===== config.mk =====
export PLATFORM = sky130hd
export DESIGN_NAME = fp_normalize_shift2_pipe
export DESIGN_NICKNAME = d
export VERILOG_FILES = /design/src/rtl/fp_addsub_pkg.sv /design/src/rtl/fp_norm2_calc.sv /design/src/rtl/fp_normalize_shift2_pipe.sv
export SDC_FILE = /design/constraint.sdc
export NUM_CORES = 1
export LEC_CHECK = 0
export ABC_AREA = 1
export BUFFER_PORTS_ARGS = -buffer_cell sky130_fd_sc_hd__buf_4
export CAP_MARGIN = 10
export CORE_MARGIN = 1
export CORE_UTILIZATION = 46
export CTS_CLUSTER_DIAMETER = 100
export DETAILED_ROUTE_END_ITERATION = 16
export MAX_ROUTING_LAYER = met4
export PLACE_DENSITY = 0.73
export SYNTH_ARGS = -nofsm -noshare
export SYNTH_HDL_FRONTEND = slang
export SYNTH_SLANG_ARGS = --single-unit

===== constraint.sdc =====
create_clock -name clk -period 3.25 [get_ports clk]
set_clock_uncertainty 0.05 [all_clocks]
set_input_delay 0.65 -clock clk [delete_from_list [all_inputs] [get_ports clk]]
set_output_delay 0.65 -clock clk [all_outputs]
set_load 0.02 [all_outputs]

===== src/rtl/fp_addsub_pkg.sv =====
// Shared widths and the result record for the FP add/sub normalization stages.
// The register struct is sized by the DEF_* widths below. Modules that carry
// norm2_res_t must be built with matching parameter values.
package fp_addsub_pkg;

  localparam int DEF_MAN_W   = 4;
  localparam int DEF_EXP_W   = 3;
  localparam int DEF_SHIFT_W = 3;
  localparam int DEF_STK_W   = 3;
  localparam int DEF_SUM_W   = DEF_MAN_W + 2 + DEF_STK_W;

  // Normalize-shift-2 result, used as the S1 and S2 pipeline register type.
  typedef struct packed {
    logic [DEF_MAN_W-1:0] normm;
    logic [DEF_EXP_W:0]   norme;
    logic                 zero;
    logic                 nege;
    logic                 ovfe;
    logic                 fg;
    logic                 r;
    logic                 s;
  } norm2_res_t;

endpackage


===== src/rtl/fp_norm2_calc.sv =====
// Combinational calculation for normalize-shift stage 2.
// The mantissa comes from the top MAN_W bits of the pre-shift sum, and the
// guard (fg), round (r) and sticky (s) bits come from the bits below them.
// The exponent is cexp - shift + carry-out bit of the sum.
// Optional macro FP_NORM_EXP_SAT_EN: the exponent is computed with headroom.
// A negative result clamps to 0 with nege=1. A result >= 2**EXP_W raises ovfe.
// Without the macro the exponent wraps modulo 2**(EXP_W+1), and its top bit is
// reported as nege.
module fp_norm2_calc
  import fp_addsub_pkg::*;
#(
  parameter int MAN_W   = DEF_MAN_W,
  parameter int EXP_W   = DEF_EXP_W,
  parameter int SHIFT_W = DEF_SHIFT_W,
  parameter int STK_W   = DEF_STK_W,
  localparam int SUM_W  = MAN_W + 2 + STK_W
) (
  input  logic [SUM_W-1:0]   pssum,
  input  logic [EXP_W-1:0]   cexp,
  input  logic [SHIFT_W-1:0] shift,
  output norm2_res_t         res
);

  localparam int EW1 = EXP_W + 1;

`ifdef FP_NORM_EXP_SAT_EN
  localparam int EW2 = EXP_W + 2;

  // With two extra bits the top bit is the sign. For a non-negative value,
  // bit EXP_W set means the value is >= 2**EXP_W.
  logic [EW2-1:0] e_sat;
  assign e_sat = EW2'(cexp) - EW2'(shift) + EW2'(pssum[SUM_W-1]);
`else
  logic [EW1-1:0] e_wrap;
  assign e_wrap = EW1'(cexp) - EW1'(shift) + EW1'(pssum[SUM_W-1]);
`endif

  // Assemble the result record from the sum fields and the adjusted exponent.
  always_comb begin
    res       = '0;
    res.normm = pssum[SUM_W-1 -: MAN_W];
    res.fg    = pssum[STK_W+1];
    res.r     = pssum[STK_W];
    res.s     = |pssum[STK_W-1:0];
    res.zero  = ~|pssum;
`ifdef FP_NORM_EXP_SAT_EN
    if (e_sat[EW2-1]) begin
      res.norme = '0;
      res.nege  = 1'b1;
      res.ovfe  = 1'b0;
    end else begin
      res.norme = e_sat[EW1-1:0];
      res.nege  = 1'b0;
      res.ovfe  = e_sat[EXP_W];
    end
`else
    res.norme = e_wrap;
    res.nege  = e_wrap[EXP_W];
    res.ovfe  = 1'b0;
`endif
  end

endmodule


===== src/rtl/fp_normalize_shift2_pipe.sv =====
// Normalize-shift stage 2 of the FP add/sub datapath. It sits between
// NormalizeShift1 and Round.
// The stage has two register stages: S1 holds the calculated result and S2 is
// the output register. Latency is 2 cycles and throughput is 1 beat per cycle.
// Optional macro FP_NORM_EXP_SAT_EN selects exponent saturation inside
// fp_norm2_calc.
//
// Handshake: a beat moves on an edge where valid and ready are both high.
// A producer holds valid and data steady until the beat is accepted.
// out_valid and the out_* fields stay stable while out_ready is low.
// in_ready depends combinationally on out_ready. There is no skid buffer, so
// a full stall holds exactly two beats.
module fp_normalize_shift2_pipe
  import fp_addsub_pkg::*;
#(
  parameter int MAN_W   = DEF_MAN_W,
  parameter int EXP_W   = DEF_EXP_W,
  parameter int SHIFT_W = DEF_SHIFT_W,
  parameter int STK_W   = DEF_STK_W,
  localparam int SUM_W  = MAN_W + 2 + STK_W
) (
  input  logic               clk,
  input  logic               rst,
  input  logic               in_valid,
  output logic               in_ready,
  input  logic [SUM_W-1:0]   in_pssum,
  input  logic [EXP_W-1:0]   in_cexp,
  input  logic [SHIFT_W-1:0] in_shift,
  output logic               out_valid,
  input  logic               out_ready,
  output logic [MAN_W-1:0]   out_normm,
  output logic [EXP_W:0]     out_norme,
  output logic               out_zero,
  output logic               out_nege,
  output logic               out_ovfe,
  output logic               out_fg,
  output logic               out_r,
  output logic               out_s
);

  norm2_res_t calc_res;
  norm2_res_t s1_data;
  norm2_res_t s2_data;
  logic       s1_valid;
  logic       s2_valid;
  logic       s2_load;
  logic       s1_adv;

  fp_norm2_calc #(
    .MAN_W   (MAN_W),
    .EXP_W   (EXP_W),
    .SHIFT_W (SHIFT_W),
    .STK_W   (STK_W)
  ) u_calc (
    .pssum (in_pssum),
    .cexp  (in_cexp),
    .shift (in_shift),
    .res   (calc_res)
  );

  // Advance rules: S2 takes a new beat when it is empty or being drained.
  // S1 accepts input when it is empty or moving into S2.
  always_comb begin
    s2_load  = !s2_valid || out_ready;
    s1_adv   = s1_valid && s2_load;
    in_ready = !s1_valid || s1_adv;
  end

  // S1 register: latches the calculated result of an accepted input beat.
  always_ff @(posedge clk) begin
    if (rst) begin
      s1_valid <= 1'b0;
      s1_data  <= '0;
    end else if (in_ready) begin
      s1_valid <= in_valid;
      if (in_valid) begin
        s1_data <= calc_res;
      end
    end
  end

  // S2 register: the output stage. It keeps its contents while stalled.
  always_ff @(posedge clk) begin
    if (rst) begin
      s2_valid <= 1'b0;
      s2_data  <= '0;
    end else if (s2_load) begin
      s2_valid <= s1_valid;
      if (s1_valid) begin
        s2_data <= s1_data;
      end
    end
  end

  // Drive the output ports from the S2 register fields.
  always_comb begin
    out_valid = s2_valid;
    out_normm = s2_data.normm;
    out_norme = s2_data.norme;
    out_zero  = s2_data.zero;
    out_nege  = s2_data.nege;
    out_ovfe  = s2_data.ovfe;
    out_fg    = s2_data.fg;
    out_r     = s2_data.r;
    out_s     = s2_data.s;
  end

endmodule


==> out/metrics.cfg, run 1 <==
[setup_path]
r2r_slack_ps = 1950
reg2reg_depth = 5
cp-end-kind = output port
startpoint_type = input port
cp.required_ps = 2550
cp.arrival_ps = 1110
crit_fanout = 3
reg2reg_from = out_valid
worstReg2RegEnd = out_norme[3]
worstSetupPathType = in -> out
crit_path_start = out_ready

[sta]
post-route-period-util_pct = 55.6
worst_slew_pin_slew_ps = 533
fmax_ghz = 0.553
max-slew-margin-rel_pct = 64.4
final.setup.tns_ps = 0
finalSetupViolations = 0
worst_slack_ps = 1440
finalHoldViolCount = 0
final_max_slew_viol_count = 0
rsz0062_at_grt = no
min_period_ps = 1810
whs_ps = 420

[die]
die-area_mm2 = 0.00269
fp.dieW_um = 51.8
coreArea_mm2 = 0.00228
die-height_um = 51.8
rows = 17
initial_core_util_pct = 50.2
ios = 35

[power]
power_density_mw_per_mm2 = 440
p_leak_nw = 0.673
p_seq_share_pct = 58.1
p_clk_share_pct = 21.0
irDropWorstVdd_v = 0.000202
power.switching_w = 0.000166
internal_power_w = 0.000443
swShare_pct = 27.2
p_comb_share_pct = 20.9
p_total_w = 0.000609

[yosys]
ys_top_cells_by_area = dfxtp_1 46%, nor2_1 13%, o21ai_0 9.2%
ys_seq_area_share_pct = 45.6
ys_warn_count = 0
ys_seq_elements = 26
synth_top_area_cell = dfxtp_1
ys_types = 21
avgSynthCellArea_um2 = 7.77
syn-instance-count = 147
synth_fp_nets = 173
syn_area_mm2 = 0.00114
yosys.area.top_type_share_pct = 45.6

[place]
hpwl_mm = 1.51
dp_cells = 200
numPortBuffers = 33
globalplace.congestion = 0.751
place_ws_ps = 1110

[global_route]
grt_max_degree = 24
gr-total-overflow = 0
grt_usage_pct = 16.9
antenna_found_initial = 0
first_global_vias = 867
grt_pass1_wl_mm = 3.44

[clocking]
clkLatencyLatePin_ps = 310
clkTransAtPathRegs_ps = 130
cts_tree = done
h-tree-depth = 1
postCtsHoldBufs = 0
cts_inserted_buffers = 3
cts.sinks = 26
cts_root_buf = clkbuf_4
clk_path_buf_depth = 2
cts-resized-gates = 0
postCtsSetupBuffers = 0

[min_path]
hold_depth = 2
hold-path-endpoint = out_zero
min_path_type = reg -> reg
hp-start = s1_data[5]

[final_layout]
synthToLayoutAreaGrowth_pct = 21.2
finalNetCount = 203
multi_input_comb_area_um2 = 499
drive_gt1_share_pct = 23.4
seq_area_um2 = 520
final_cells = 203
nFillCells = 239
antenna_cells = 0

[job]
maxCapViolCount = 0

[routing]
dr.pass1.iters = 4
vias = 961
post_drt_wl_per_cell_um = 9.38
drtAntennaViolNets = 0
drcViolationCount = 0
drtIter0Drc = 5
viasPerCell = 4.73
finalWirelength_mm = 1.90

[run_status]
status = finished, final reports clean

## sequential cells by signal, indices dropped and copies added, names as in the netlist
name and flops:
out_fg 1, s1_data 12, out_norme 4, out_s 1
s1_valid 1, out_normm 4, out_valid 1, out_r 1
out_zero 1
## worst max-delay path by stage
stage,end,slack [ps],cells past startpoint
floorplan,s1_data[8],1250,8
global placement,s1_data[8],1140,8
detailed placement,s1_data[8],1110,9
CTS,in_ready,1440,4
global route,s1_data[8],1340,9
finish,in_ready,1440,4
## metal layers
layer / vias to the layer above / global-route usage [%] / wire, um
met4: 0 / 6.76 / 30
li1: 518 / - / -
met5: - / - / 0
met1: 416 / 20.6 / 912
met3: 4 / 0.877 / 45
met2: 23 / 29.1 / 915
## power by group through the flow
stage	Sequential, W	Combinational [W]	Clock (W)
5_1_grt	0.000357	0.000146	0.000146
2_1_floorplan	0.000373	0.0000737	0
3_5_place_dp	0.000361	0.000129	0
4_1_cts	0.000354	0.000129	0.000133
3_3_place_gp	0.000360	0.000127	0
6_report	0.000354	0.000127	0.000128
## layout by cell type (no fill, tap or decap)
| cell | instances |
|---|---|
| conb_1 | 1 |
| nand2_1 | 10 |
| buf_4 | 33 |
| clkbuf_4 | 3 |
| o21ai_0 | 21 |
| nand3_1 | 4 |
| nand2_4 | 1 |
| o21ai_1 | 1 |
| dfxtp_1 | 26 |
| xor2_1 | 1 |
| a21oi_2 | 1 |
| ha_1 | 6 |
| nor2_1 | 41 |
| nand3_2 | 1 |
| inv_1 | 14 |
| a21oi_1 | 8 |
| fa_1 | 1 |
| inv_2 | 2 |
## synth_stat cells
library cell	count
o21ai_1	1
inv_1	14
conb_1	1
fa_1	1
nand2_1	10
clkbuf_2	1
xor2_1	1
buf_6	3
buf_4	2
clkbuf_1	1
a21oi_2	1
nor2_1	41
ha_1	6
dfxtp_1	26
inv_2	2
nand3_2	1
nand3_1	4
a21oi_1	8
nand2_4	1
buf_2	1
o21ai_0	21
## stage by stage
stage | utilization, % | instance area [um2]
6_report | 60.9 | 1390
3_5_place_dp | 59.9 | 1360
4_1_cts | 60.9 | 1390
3_3_place_gp | 59.9 | 1360
5_1_grt | 60.9 | 1390
2_1_floorplan | - | 1140
## logic make-up (layout without fill, tap and decap cells)
| kind of cell | count (synthesis) | in the layout | synth area share [%] |
|---|---|---|---|
| other | 1 | 1 | 0.328 |
| adder cells (fa/ha/maj) | 7 | 7 | 8.32 |
| XOR/XNOR | 1 | 1 | 0.767 |
| AND/OR/NAND/NOR | 57 | 57 | 20.4 |
| flip-flops | 26 | 26 | 45.6 |
| buffers and inverters | 24 | 52 | 10.7 |
| AO/OA/AOI/OAI | 31 | 31 | 13.9 |
## worst max-delay path, cell delays in order
cell and delay, ps:
buf_4 100, inv_1 70, nand3_2 100, buf_4 180
## cell type report
type                    instances  share of cell area [%]
flip-flops and latches         26                    37.6
inverters                      16                    4.34
well taps                      28                    2.53
clock buffers                   3                    1.63
repair buffers                 33                    17.9
multi-input cells              97                    36.0
Note: power is estimated with default switching activity, not from simulation.
==> run 2: changes to the inputs <==
clock period = 1.7 ns   (was 3.25 ns; I/O delays follow)
==> run 2 against run 1 <==
  * Wire length grew 4.2%
  * Worst setup slack lost 1200 ps
  * Utilization grew 0.93 points
  * Count of clock-buffer cells in the layout grew 1
  * Register-to-register slack lost 1400 ps
  * Critical path depth grew 4
  * Design area grew 1.5%
  * Via count grew 0.42%
  * Final cell count grew 0.99%
  * Flip-flop and latch count is the same
  * Die area is the same
  * Largest power group unchanged
==> out/metrics.cfg, run 2 (synthesized netlist as in run 1, its figures left out) <==
[run_status]
status = finished, final reports clean

[sta]
finalSetupViolations = 0  ; unchanged
min_period_ps = 1470
post-route-period-util_pct = 86.3
whs_ps = 130  ; -290 ps
final_max_slew_viol_count = 0  ; unchanged
worst_slew_pin_slew_ps = 526  ; -7.18 ps
final.setup.tns_ps = 0  ; unchanged
max-slew-margin-rel_pct = 64.9  ; +0.48 points
finalHoldViolCount = 0  ; unchanged
fmax_ghz = 0.682
worst_slack_ps = 233  ; -1210 ps
rsz0062_at_grt = no

[global_route]
grt_usage_pct = 18.0  ; +1.0 points
antenna_found_initial = 0  ; unchanged
use_met3_pct = 1.75  ; +0.88 points
grt_max_degree = 24  ; unchanged
top_usage_layer = met2
use_met1_pct = 20.0  ; -0.61 points
gr-total-overflow = 0  ; unchanged
grt_pass1_wl_mm = 3.51  ; +2.2%
use_met2_pct = 32.1  ; +3.0 points
first_global_vias = 875  ; +0.92%

[power]
p_leak_nw = 0.684  ; +1.7%
irDropWorstVdd_v = 0.000541  ; +170%
power_density_mw_per_mm2 = 872  ; +98%

[clocking]
cts_tree = done
cts_inserted_buffers = 3  ; unchanged
cts.sinks = 26  ; unchanged
clkLatencyLatePin_ps = 320  ; about the same
postCtsSetupBuffers = 0  ; unchanged
clkTransAtPathRegs_ps = 130  ; about the same
clk_path_buf_depth = 2  ; unchanged
cts_root_buf = clkbuf_4
postCtsHoldBufs = 0  ; unchanged
cts-resized-gates = 0  ; unchanged
h-tree-depth = 1  ; unchanged

[routing]
vias = 965  ; +0.42%
dr.pass1.iters = 4  ; unchanged
viasPerCell = 4.71  ; -0.56%
drtAntennaViolNets = 0  ; unchanged
finalWirelength_mm = 1.98  ; +4.2%
drtIter0Drc = 11  ; +6
drcViolationCount = 0  ; unchanged
post_drt_wl_per_cell_um = 9.68  ; +3.2%

[final_layout]
finalNetCount = 204  ; +0.49%
multi_input_comb_area_um2 = 499  ; unchanged
seq_area_um2 = 520  ; unchanged
largest_reg_flops = 12  ; unchanged
synthToLayoutAreaGrowth_pct = 23.1
final_common_cell = nor2_1
antenna_cells = 0  ; unchanged
final_cell_mix = 41 x nor2_1, 34 x buf_4, 26 x dfxtp_1, 21 x o21ai_0, 14 x inv_1
top_register = s1_data
nFillCells = 214  ; -10%
drive_gt1_share_pct = 24.3  ; +0.87 points

[setup_path]
startpoint_type = input port
crit_fanout = 2  ; -1
cp.required_ps = 1880  ; -670 ps
worstSetupPathType = in -> reg
cp.arrival_ps = 1650  ; +540 ps
cp-end-kind = flop

[die]
die-height_um = 51.8  ; unchanged
fp.dieW_um = 51.8  ; unchanged
rows = 17  ; unchanged
coreArea_mm2 = 0.00228  ; unchanged
ios = 35  ; unchanged
initial_core_util_pct = 50.2  ; unchanged
die-area_mm2 = 0.00269  ; unchanged

[place]
numPortBuffers = 33  ; unchanged
place_ws_ps = -132  ; -1240 ps
globalplace.congestion = 0.750  ; about the same
hpwl_mm = 1.53  ; +1.7%

[job]
maxCapViolCount = 0  ; unchanged

[min_path]
min_path_type = in -> reg

## run 2: worst paths after layout
| kind | start | to | slack (ps) | cells after the start |
|---|---|---|---|---|
| setup / recovery | in_shift[0] | s1_data[8] | 230 | 8 |
| hold / removal | rst | s1_valid | 130 | 2 |
| setup reg to reg | out_valid | s1_data[6] | 600 | 5 |
| hold reg to reg | s1_data[5] | out_zero | 430 | 2 |
## run 2: metal layers
metal / wire length, um / vias up
met2: 969 / 26
li1: - / 521
met5: 0 / -
met3: 64 / 5
met1: 907 / 413
met4: 42 / 0
## run 2: critical path, stage by stage
cell and delay (ps):
buf_4 110, ha_1 260, inv_1 40, ha_1 200, fa_1 380, xor2_1 140, o21ai_0 140, nor2_1 50
## run 2: layout make-up
cell class                      count  area share (%)
Clock buffer                        4            2.58
Inverter                           16            4.27
Multi-Input combinational cell     97            35.5
Sequential cell                    26            37.0
Tap cell                           28            2.49
Timing Repair Buffer               34            18.1
## run 2: per-stage QoR
| step | utilization [%] | cell area, um2 | power [W] | cells |
|---|---|---|---|---|
| after floorplan | - | 1140 | 0.000855 | 147 |
| after global placement | 60.2 | 1370 | 0.000933 | 201 |
| after detailed placement | 60.2 | 1370 | 0.000941 | 201 |
| after CTS | 61.8 | 1410 | 0.00125 | 205 |
| after global routing | 61.8 | 1410 | 0.00131 | 205 |
| final | 61.8 | 1410 | 0.00123 | 205 |
## run 2: report_power, final
group	switching, W	leakage (nW)	internal (W)
Combinational	0.000135	0.448	0.000112
Clock	0.000172	0.0210	0.000131
Sequential	0.0000213	0.215	0.000655
Total	0.000328	0.684	0.000898
